--- src/rtl/aes_pkg.sv ---
// Shared AES definitions for the decryption datapath.
//   state_t / col_t : 128-bit state and 32-bit column words
//   fsm_t           : control states of the iterative InvMixColumns unit
//   xtime           : multiply-by-x in GF(2^8) mod 0x11B
package aes_pkg;

   localparam int STATE_W = 128;
   localparam int COL_W   = 32;
   localparam int NCOLS   = 4;

   typedef logic [STATE_W-1:0] state_t;
   typedef logic [COL_W-1:0]   col_t;

   typedef enum logic [1:0] {IDLE, BUSY, DONE} fsm_t;

   function automatic logic [7:0] xtime(input logic [7:0] b);
      return {b[6:0], 1'b0} ^ (b[7] ? 8'h1b : 8'h00);
   endfunction

endpackage

--- src/rtl/inv_mix_col_word.sv ---
// One column of AES InvMixColumns, purely combinational.
//   col_in  : 32-bit column, row 0 byte in [31:24]
//   col_out : inverse-mixed column, same packing
// Constant products come from xtime chains: 9=8+1, b=8+2+1, d=8+4+1, e=8+4+2.
module inv_mix_col_word
   import aes_pkg::*;
(
   input  col_t col_in,
   output col_t col_out
);

   // Packed index 3 holds row 0 (the MSB byte).
   logic [3:0][7:0] a, m9, mb, md, me, b;

   assign a = col_in;

   for (genvar i = 0; i < 4; i++) begin : g_byte
      logic [7:0] x2, x4, x8;
      assign x2    = xtime(a[i]);
      assign x4    = xtime(x2);
      assign x8    = xtime(x4);
      assign m9[i] = x8 ^ a[i];
      assign mb[i] = x8 ^ x2 ^ a[i];
      assign md[i] = x8 ^ x4 ^ a[i];
      assign me[i] = x8 ^ x4 ^ x2;
   end

   // Row r: e*a[r] ^ b*a[r+1] ^ d*a[r+2] ^ 9*a[r+3], rows taken mod 4.
   for (genvar r = 0; r < 4; r++) begin : g_row
      localparam int P0 = 3 - r;
      localparam int P1 = 3 - ((r + 1) % 4);
      localparam int P2 = 3 - ((r + 2) % 4);
      localparam int P3 = 3 - ((r + 3) % 4);
      assign b[P0] = me[P0] ^ mb[P1] ^ md[P2] ^ m9[P3];
   end

   assign col_out = b;

endmodule

--- src/rtl/inv_mix_columns_seq.sv ---
// Iterative AES InvMixColumns: one column per clock through a single shared
// inverse-column multiplier, four cycles per 128-bit state.
//   clk, rst_n          : clock, asynchronous active-low reset
//   in_valid/in_ready   : input handshake (ready only while idle)
//   state_in            : column c at [127-32c -: 32]
//   out_valid/out_ready : output handshake, result held until taken
//   state_out           : InvMixColumns(state_in), driven from the working register
module inv_mix_columns_seq
   import aes_pkg::*;
(
   input  logic         clk,
   input  logic         rst_n,
   input  logic         in_valid,
   output logic         in_ready,
   input  logic [127:0] state_in,
   output logic         out_valid,
   input  logic         out_ready,
   output logic [127:0] state_out
);

   fsm_t       state, state_nxt;
   logic [1:0] col_cnt;
   state_t     work;
   col_t       col_sel, col_mix;

   always_comb begin
      col_sel = work[STATE_W-1 -: COL_W];
      case (col_cnt)
         2'd0: col_sel = work[STATE_W-1           -: COL_W];
         2'd1: col_sel = work[STATE_W-1 -   COL_W -: COL_W];
         2'd2: col_sel = work[STATE_W-1 - 2*COL_W -: COL_W];
         2'd3: col_sel = work[STATE_W-1 - 3*COL_W -: COL_W];
         default: ;
      endcase
   end

   inv_mix_col_word u_col (
      .col_in  (col_sel),
      .col_out (col_mix)
   );

   always_ff @(posedge clk or negedge rst_n) begin
      if (!rst_n) state <= IDLE;
      else        state <= state_nxt;
   end

   always_comb begin
      state_nxt = state;
      in_ready  = 1'b0;
      out_valid = 1'b0;
      case (state)
         IDLE: begin
            in_ready = 1'b1;
            if (in_valid) state_nxt = BUSY;
         end
         BUSY: begin
            if (col_cnt == 2'd3) state_nxt = DONE;
         end
         DONE: begin
            out_valid = 1'b1;
            if (out_ready) state_nxt = IDLE;
         end
         default: state_nxt = IDLE;
      endcase
   end

   // col_cnt wraps 3->0 on its own, so it is already cleared when DONE is reached.
   always_ff @(posedge clk or negedge rst_n) begin
      if (!rst_n) begin
         work    <= '0;
         col_cnt <= 2'd0;
      end else if (state == IDLE && in_valid) begin
         work    <= state_in;
         col_cnt <= 2'd0;
      end else if (state == BUSY) begin
         case (col_cnt)
            2'd0: work[STATE_W-1           -: COL_W] <= col_mix;
            2'd1: work[STATE_W-1 -   COL_W -: COL_W] <= col_mix;
            2'd2: work[STATE_W-1 - 2*COL_W -: COL_W] <= col_mix;
            2'd3: work[STATE_W-1 - 3*COL_W -: COL_W] <= col_mix;
            default: ;
         endcase
         col_cnt <= col_cnt + 2'd1;
      end
   end

   assign state_out = work;

endmodule
--- config.mk ---
export PLATFORM = sky130hd
export DESIGN_NAME = inv_mix_columns_seq
export DESIGN_NICKNAME = d
export VERILOG_FILES = /design/src/rtl/aes_pkg.sv /design/src/rtl/inv_mix_col_word.sv /design/src/rtl/inv_mix_columns_seq.sv
export SDC_FILE = /design/constraint.sdc
export NUM_CORES = 1
export LEC_CHECK = 0
export CAP_MARGIN = 20
export CORE_MARGIN = 2
export CORE_UTILIZATION = 38
export DETAILED_ROUTE_END_ITERATION = 7
export PLACE_DENSITY = 0.75
export SLEW_MARGIN = 10
export SYNTH_ARGS = -nofsm -noshare
export SYNTH_HDL_FRONTEND = slang
export SYNTH_SLANG_ARGS = --single-unit
--- constraint.sdc ---
create_clock -name clk -period 8.35 [get_ports clk]
set_input_delay 1.67 -clock clk [delete_from_list [all_inputs] [get_ports clk]]
set_output_delay 1.67 -clock clk [all_outputs]
set_load 0.02 [all_outputs]
After elaboration in Yosys (flattened, before gate mapping)

Index checks and enable logic that the tools add are counted.

Add/sub/neg operators: 1
Equality and inequality tests: 8
Mux-type cells: 27
Bitwise gates (word level): 48
Reductions and logical operators: 13

Operators with widths:

| kind                | number |
|---|---|
| $xor 8x8->8         | 48 |
| $mux 128            | 2 |
| $mux 32             | 4 |
| $pmux 32 s4         | 1 |
| $mux 5              | 12 |
| $mux 2              | 5 |
| $reduce_bool 2->1   | 5 |
| $reduce_and 2->1    | 4 |
| $eq 2x2->1 const B  | 3 |
| $ne 2x2->1 const B  | 3 |
| $pmux 2 s3          | 1 |
| $eq 2x1->1 const B  | 2 |
| $logic_not 2->1     | 2 |
| $reduce_and 3->1    | 1 |
| $add 2x1->2 const B | 1 |
| $mux 1              | 2 |
| $logic_and 1x1->1   | 1 |

Register bits after elaboration: 132
Bits of input ports: 132

Logic depth before layout (Yosys ltp)

Gate-level depths: netlist of run 1.

Depth in word-level cells: 16
Mapped depth: 15
Mapped depth without buffers: 10

Modules after synthesis

From an unflattened synthesis of run 1, not the netlist that was laid out.

Cells, all modules: 923
Area, all modules: 9759.4 um2

By module, submodules not included:

| module              | times used | cells each | area each (um2) | sequential area each (um2) |
|---|---|---|---|---|
| inv_mix_columns_seq | 1          | 716        | 7562.3          | 3303.2 |
| inv_mix_col_word    | 1          | 207        | 2197.1          | 0.0 |

Least setup slack after synthesis of run 1

OpenSTA, ideal clock, no wires.

Kind: flip-flop to flip-flop
Start point: register col_cnt[0]
End point: register work[124], in the netlist state_out[124]
Library setup time: 130 ps
Arrival: 3170 ps
Required time: 8220 ps
Setup slack: 5050 ps
Stages on the path, launching flop included: 12
Cells stage by stage: dfrtp_1 inv_1 ha_1 buf_2 a222oi_1 xor2_1 a21oi_1 xnor3_1 xnor2_1 xnor2_2 xor2_1 o21ai_1

Longest elaborated chain between the ends: 14
Elaborated cells on any way between the ends: 43
Classes of those cells: 3 x eq/ne; 15 x mux; 22 x bitwise; 3 x reduce/logical

Ends and longest elaborated chain:

| what                                         | line                                           | text |
|---|---|---|
| from (decl)                                  | inv_mix_columns_seq.sv:22                      | `logic [1:0] col_cnt;` |
| from (signal assigned)                       | inv_mix_columns_seq.sv:83                      | `col_cnt <= col_cnt + 2'd1;` |
| $eq 2x2->1 (tied with other cells)           | inv_mix_columns_seq.sv:28                      | `case (col_cnt)` |
| $pmux 32 s4                                  | inv_mix_columns_seq.sv:28                      |  |
| $xor 8x8->8                                  | aes_pkg.sv:17                                  | `return {b[6:0], 1'b0} ^ (b[7] ? 8'h1b : 8'h00);` |
| $mux 5 / $xor 8x8->8 (equally long branches) | aes_pkg.sv:17                                  |  |
| $xor 8x8->8 / $mux 5 (equally long branches) | aes_pkg.sv:17                                  |  |
| $xor 8x8->8                                  | aes_pkg.sv:17                                  |  |
| $xor 8x8->8 (on tied branches) (2 in series) | inv_mix_col_word.sv:25, inv_mix_col_word.sv:23 |  |
| $xor 8x8->8 (3 in series)                    | inv_mix_col_word.sv:34                         | `assign b[P0] = me[P0] ^ mb[P1] ^ md[P2] ^ m9[P3];` |
| $mux 32                                      | inv_mix_columns_seq.sv:76                      | `case (col_cnt)` |
| $mux 128                                     | inv_mix_columns_seq.sv:75                      | `end else if (state == BUSY) begin` |
| $mux 128                                     | inv_mix_columns_seq.sv:72                      | `end else if (state == IDLE && in_valid) begin` |
| to (signal assigned)                         | inv_mix_columns_seq.sv:73                      | `work <= state_in;` |
| to (signal, indexed assignment)              | inv_mix_columns_seq.sv:77                      | `2'd0: work[STATE_W-1 -: COL_W] <= col_mix;` |
| to (signal, indexed assignment)              | inv_mix_columns_seq.sv:78                      | `2'd1: work[STATE_W-1 - COL_W -: COL_W] <= col_mix;` |
| to (decl)                                    | inv_mix_columns_seq.sv:23                      | `state_t work;` |

Several ways; a longest one is shown, not always the timed one. The select of a mux whose other input is x is not followed.
A chain may end at the register's enable or synchronous reset.

Worst setup path after layout of run 1

Start point: register col_cnt[0]
End point: register work[75], in the netlist state_out[75]

Longest elaborated chain between the ends: 14
Elaborated cells on any way between the ends: 42
Classes of those cells: 3 x eq/ne; 14 x mux; 22 x bitwise; 3 x reduce/logical

Ends and longest elaborated chain:

| what                                         | line |
|---|---|
| $eq 2x2->1 (tied with other cells)           | inv_mix_columns_seq.sv:28 |
| $pmux 32 s4                                  | inv_mix_columns_seq.sv:28 |
| $mux 5 / $xor 8x8->8 (equally long branches) | aes_pkg.sv:17 |
| $xor 8x8->8                                  | aes_pkg.sv:17 |
| $xor 8x8->8 / $mux 5 (equally long branches) | aes_pkg.sv:17 |
| $xor 8x8->8                                  | aes_pkg.sv:17 |
| $xor 8x8->8 (on tied branches) (2 in series) | inv_mix_col_word.sv:25, inv_mix_col_word.sv:23 |
| $xor 8x8->8 (3 in series)                    | inv_mix_col_word.sv:34 |
| $mux 32                                      | inv_mix_columns_seq.sv:76 |
| $mux 128                                     | inv_mix_columns_seq.sv:75 |
| $mux 128                                     | inv_mix_columns_seq.sv:72 |

Several ways; a longest one is shown, not always the timed one. The select of a mux whose other input is x is not followed.

==> results by group, run 1 <==
STA
  – RSZ-0062 raised after global routing: false
  – Hold_ws: 0.545 ns
  – Headroom to the max-slew limit: 17.6%
  – Post-layout min period: 4.45 ns
  – Worst slew pin tran: 1.24 ns
  – Max Freq: 0.225 GHz
  – Max-slew violation count: 0
  – Clk_skew: 0.0183 ns
  – Final setup fails: 0
  – Final-report hold violation count: 0
  – Fin crit share: 53.3%
  – Final setup TNS: 0 ns

Hold path
  – Hold Crit Class: reg2reg
  – Hold path start: state[0]$_DFFE_PN0P_
  – Worst Hold End: state[0]$_DFFE_PN0P_
  – Worst hold path depth: 1

Floorplan
  – Core Footprint: 0.0253 mm²
  – Die Wd: 164 µm
  – Rows: 58
  – Die ar.: 0.0270 mm²
  – Starting Density: 38.7%
  – # IOs: 262
  – Overall die height: 164 µm

Global routing
  – Antenna violations before repair: 0
  – First-pass GRT wire length: 56.7 mm
  – Total gr overflow: 0
  – Largest net degree at the start of global routing: 77
  – Global router's overall resource usage: 27.9%
  – Vias in the first global route: 9485

Placement
  – Area after DPL: 0.0126 mm²
  – Port Buffers: 261
  – Dpl hpwl: 28.2 mm
  – Gpl congestion: 1.02
  – Cell Count Post-Placement: 1638

Drt
  – Detail Route Antenna Nets: 0
  – Initial drt markers: 1336
  – DR pass1 iterations: 8
  – DR vias: 9714
  – Vias per cell: 5.81
  – WL/cell: 22.6 µm
  – Post-Route WL: 37.8 mm
  – Drc violations: 0

CTS
  – Clock root buffer: clkbuf_16
  – Clk sinks: 132
  – H-tree levels: 4
  – Clock buffer depth: 2
  – CTS buffer count: 17
  – CTS resizes: 0
  – Latest clock arrival within the worst-skew pair: 0.43 ns
  – Post-CTS Setup Repair Bufs: 0
  – CTS tree: built
  – Clock transition at path regs: 0.07 ns
  – CTS Hold Buffers Added: 0

Cells and area
  – Fraction of layout cells with a size suffix above 1: 5.89%
  – ANT cells: 0
  – Fin nets: 1465
  – Non-filler instance count after layout: 1671
  – Post-route cell area: 0.0132 mm²
  – Area delta synth->final: 34.8%

Worst setup path
  – WP data arrival: 4.70 ns
  – Crit-path slowest cell: buf_4
  – Required @ worst endpoint: 8.61 ns
  – FF-to-FF path depth: 12
  – WS Path Type: reg2reg
  – Worst-path maximum fanout: 68
  – Max incr delay on CP: 0.67 ns
  – R2r setup slk: 3.90 ns
  – Crit start category: flip-flop
  – Cells along the critical path: inv_1, ha_1, buf_4, inv_2, buf_4, nor2_1, a21oi_1, xnor3_1, xnor2_1, xnor3_1, xnor2_1, o21ai_0
  – RR Endpoint: state_out[75]$_DFFE_PN0P_
  – R2r startpoint: col_cnt[0]$_DFFE_PN0P_
  – Critical Path Sink Type: flip-flop

Yosys
  – Post-Synthesis Cell Area: 0.00978 mm²
  – Sequential area share after synthesis: 33.8%
  – Syn nets: 1265
  – Synth Instances: 1128
  – Number of synthesized register bits: 132
  – Post-synth cell types: 36
  – Ys Warns: 0
  – Synth Area per Inst: 8.67 µm²

Status
  – Status: completed

Run
  – Max Cap Viol: 0
cells in the mapped netlist, drive strengths merged:
cell type,n,share of area [%]
a31oi,27,1.7
and2,5,0.32
nor3b,2,0.15
xnor2,209,19
a22oi,60,4.6
mux2i,15,1.5
nand2,120,4.6
a211oi,12,0.92
nor2b,1,0.064
xnor3,5,1.2
dfrtp,132,34
xor2,86,7.7
a21oi,39,2.0
ha,5,0.64
o211ai,1,0.077
nor2,98,3.8
a222oi,32,3.3
o21ai,114,5.9
clkinv,1,0.038
nand2b,1,0.064
mux2,3,0.38
inv,4,0.15
nor3,1,0.051
clkbuf,91,3.5
a21o,24,1.8
o21bai,1,0.077
buf,25,1.4
a22o,13,1.2
and3,1,0.064
state kept, by name, indices dropped and copies added, names as in the netlist:
name and cells:
state 2, state_out 128, col_cnt 2
metrics by stage:
stage	setup slack [ns]	utilization, %
floorplan	5.05	-
global placement	3.94	49.8
detailed placement	4.00	49.9
CTS	3.95	52.2
global route	3.62	52.2
finish	3.90	52.2
metal layers:
layer	global-route usage [%]	share of wire, %
met3	6.08	11
met5	0	0
met2	44.5	46
met1	37.2	39
met4	10.1	3.5
kinds of logic (layout without fill, tap and decap cells):
kind of cell / after synthesis / after routing / share of synthesized area (%)
AO/OA/AOI/OAI: 323 / 323 / 21.6
XOR/XNOR: 300 / 300 / 27.9
adder cells (fa/ha/maj): 5 / 5 / 0.640
buffers and inverters: 121 / 334 / 5.07
flip-flops: 132 / 132 / 33.8
multiplexers: 18 / 18 / 1.92
AND/OR/NAND/NOR: 229 / 229 / 9.09
worst max-delay path: cells and delay by family, from the launching register on:
kind	cells	cell delay [ns]
buffers and inverters	4	1.51
XOR/XNOR	4	1.45
AO/OA/AOI/OAI	2	0.61
flip-flops	1	0.41
adder cells (fa/ha/maj)	1	0.20
AND/OR/NAND/NOR	1	0.11
area by class of cell:
class	instances	area, µm²
Clock buffer	17	425
Inverter	5	18.8
Tap cell	330	413
Clock inverter	15	155
Timing Repair Buffer	297	2880
Sequential cell	132	3300
Multi-Input combinational cell	875	5980
Fill cell	2326	12100
worst max path at each step:
| stage | startpoint | endpoint | slack, ns | cells past startpoint |
|---|---|---|---|---|
| 2_1_floorplan | col_cnt[0]$_DFFE_PN0P_ | state_out[124]$_DFFE_PN0P_ | 5.05 | 11 |
| 3_3_place_gp | in_valid | state_out[102]$_DFFE_PN0P_ | 3.94 | 6 |
| 3_5_place_dp | col_cnt[0]$_DFFE_PN0P_ | state_out[11]$_DFFE_PN0P_ | 4.00 | 12 |
| 4_1_cts | col_cnt[0]$_DFFE_PN0P_ | state_out[75]$_DFFE_PN0P_ | 3.95 | 12 |
| 5_1_grt | col_cnt[0]$_DFFE_PN0P_ | state_out[75]$_DFFE_PN0P_ | 3.62 | 12 |
| 6_report | col_cnt[0]$_DFFE_PN0P_ | state_out[75]$_DFFE_PN0P_ | 3.90 | 12 |
placed cells by master, fill, tap and decap left out, types with 3 or more instances in the layout:
master	n
inv_1	4
a211oi_1	12
clkdlybuf4s50_1	260
clkinvlp_4	3
clkbuf_16	17
a222oi_1	32
xnor3_1	5
nand2_1	119
xor2_1	86
buf_4	36
o21ai_0	95
a22oi_1	60
a22o_1	13
a21o_1	24
mux2i_1	15
a31oi_1	27
dfrtp_1	132
and2_1	4
xnor2_1	206
nor2_1	98
inv_6	4
ha_1	5
o21ai_1	18
a21oi_1	39
inv_8	5
Power of run 1 is not shown: default switching activity piles up to over one toggle a cycle in this logic, so the estimate is an artifact.
==> inputs of run 2 (changes only) <==
==> constraint.sdc (replaced) <==
create_clock -name clk -period 4.48 [get_ports clk]
set_input_delay 0.896 -clock clk [delete_from_list [all_inputs] [get_ports clk]]
set_output_delay 0.896 -clock clk [all_outputs]
set_load 0.02 [all_outputs]
==> results by group, run 2 (synthesis gave the netlist of run 1 again) <==
Cells and area
  – ANT cells: 0 (unchanged)
  – Filler cell count: 2294 (-1.4%)
  – Max FFs per register: 128 (unchanged)
  – Fraction of layout cells with a size suffix above 1: 8.28% (+2.4 points)
  – Area delta synth->final: 38.2%
  – Register Area: 0.00330 mm² (unchanged)
  – Commonest cells after routing, fill and taps aside: clkdlybuf4s50_1, xnor2_1, dfrtp_1
  – Non-filler instance count after layout: 1706 (+2.1%)
  – Commonest non-fill, non-tap cell in the layout: clkdlybuf4s50_1
  – Multi-input logic area: 0.00598 mm² (unchanged)
  – Fin nets: 1500 (+2.4%)

Drt
  – DR pass1 iterations: 8 (unchanged)
  – WL/cell: 23.3 µm (+2.9%)
  – Detail Route Antenna Nets: 0 (unchanged)
  – DR vias: 9850 (+1.4%)
  – Initial drt markers: 1162 (-13%)
  – Post-Route WL: 39.7 mm (+5.1%)
  – Vias per cell: 5.77 (-0.68%)
  – Drc violations: 0 (unchanged)

Placement
  – Gpl congestion: 1.03 (+0.58%)
  – Port Buffers: 261 (unchanged)
  – Dpl hpwl: 29.6 mm (+5.1%)
  – Cell Count Post-Placement: 1671 (+2.0%)

Worst setup path
  – R2r setup slk: 0.30 ns (-3.60 ns)
  – Critical Path Sink Type: flip-flop
  – Required @ worst endpoint: 4.76 ns (-3.85 ns)
  – WP data arrival: 4.45 ns (-0.25 ns)
  – WS Path Type: reg2reg
  – Crit start category: flip-flop
  – Worst-path maximum fanout: 13 (-81%)

Run
  – Max Cap Viol: 0 (unchanged)

STA
  – Final-report hold violation count: 0 (unchanged)
  – Worst slew pin tran: 1.18 ns (-0.0521 ns)
  – Fin crit share: 93.3% (+40 points)
  – RSZ-0062 raised after global routing: false
  – Clk_skew: 0.0174 ns (-0.000888 ns)
  – Final setup fails: 0 (unchanged)
  – Post-layout min period: 4.18 ns (-0.268 ns)
  – Headroom to the max-slew limit: 21.0% (+3.5 points)
  – Max Freq: 0.239 GHz (+6.4%)
  – Max-slew violation count: 0 (unchanged)
  – Final setup TNS: 0 ns (unchanged)

Floorplan
  – # IOs: 262 (unchanged)
  – Overall die height: 164 µm (unchanged)
  – Rows: 58 (unchanged)
  – Core Footprint: 0.0253 mm² (unchanged)
  – Die ar.: 0.0270 mm² (unchanged)
  – Die Wd: 164 µm (unchanged)
  – Starting Density: 38.7% (unchanged)

CTS
  – CTS resizes: 0 (unchanged)
  – Latest clock arrival within the worst-skew pair: 0.43 ns (about the same)
  – Clock root buffer: clkbuf_16
  – CTS buffer count: 17 (unchanged)
  – CTS Hold Buffers Added: 0 (unchanged)
  – Clock transition at path regs: 0.07 ns (about the same)
  – H-tree levels: 4 (unchanged)
  – Clk sinks: 132 (unchanged)
  – CTS tree: built
  – Clock buffer depth: 2 (unchanged)
  – Post-CTS Setup Repair Bufs: 0 (unchanged)

Global routing
  – First-pass GRT wire length: 59.3 mm (+4.6%)
  – Largest net degree at the start of global routing: 76 (-1.3%)
  – Antenna violations before repair: 1 (+1)
  – Global router's overall resource usage: 29.3% (+1.5 points)
  – Total gr overflow: 0 (unchanged)
  – Vias in the first global route: 9746 (+2.8%)

Hold path
  – Hold Crit Class: reg2reg

Status
  – Status: completed
-- run 2: critical path: stages, from the launching register on --
cell      delay (ns)
dfrtp_1         0.43
inv_1           0.11
ha_1            0.40
a222oi_1        0.82
xnor2_1         0.24
mux2i_1         0.30
xnor3_1         0.50
xnor2_1         0.22
xnor3_1         0.44
xnor2_1         0.40
o21ai_0         0.15
-- run 2: cell type report --
cell class,instances,area share [%]
Clock buffer,17,3.15
Multi-Input combinational cell,875,44.3
Clock inverter,15,1.39
Sequential cell,132,24.4
Inverter,5,0.139
Timing Repair Buffer,332,23.5
Tap cell,330,3.06
-- run 2: worst paths after layout --
check / to / cells past startpoint / startpoint
max: state_out[107]$_DFFE_PN0P_ / 10 / col_cnt[0]$_DFFE_PN0P_
min: state[0]$_DFFE_PN0P_ / 1 / state[0]$_DFFE_PN0P_
max reg2reg: state_out[107]$_DFFE_PN0P_ / 10 / col_cnt[0]$_DFFE_PN0P_
min reg2reg: state[0]$_DFFE_PN0P_ / 1 / state[0]$_DFFE_PN0P_
max in group asynchronous: state_out[110]$_DFFE_PN0P_ / 2 / rst_n
min in group asynchronous: state_out[47]$_DFFE_PN0P_ / 1 / rst_n
-- run 2: per-layer routing --
metal  global-route usage (%)  share of wire [%]  vias to the layer above
met2                     46.8                 47                      640
met1                     40.4                 41                     4782
li1                         -                  -                     4345
met5                        0                  0                        -
met4                     9.60                2.9                        0
met3                     5.22                 10                       83
-- run 2: stage by stage --
step / hold slack, ns / setup slack [ns] / instance area [µm²] / util [%]
floorplan: 0.469 / 1.18 / 9780 / -
global placement: 0.493 / 0.443 / 12900 / 50.9
detailed placement: 0.514 / 0.377 / 12900 / 50.9
CTS: 0.520 / 0.372 / 13500 / 53.4
global route: 0.567 / 0.0518 / 13500 / 53.5
finish: 0.523 / 0.301 / 13500 / 53.5
Power of run 2 is left out for the same reason.
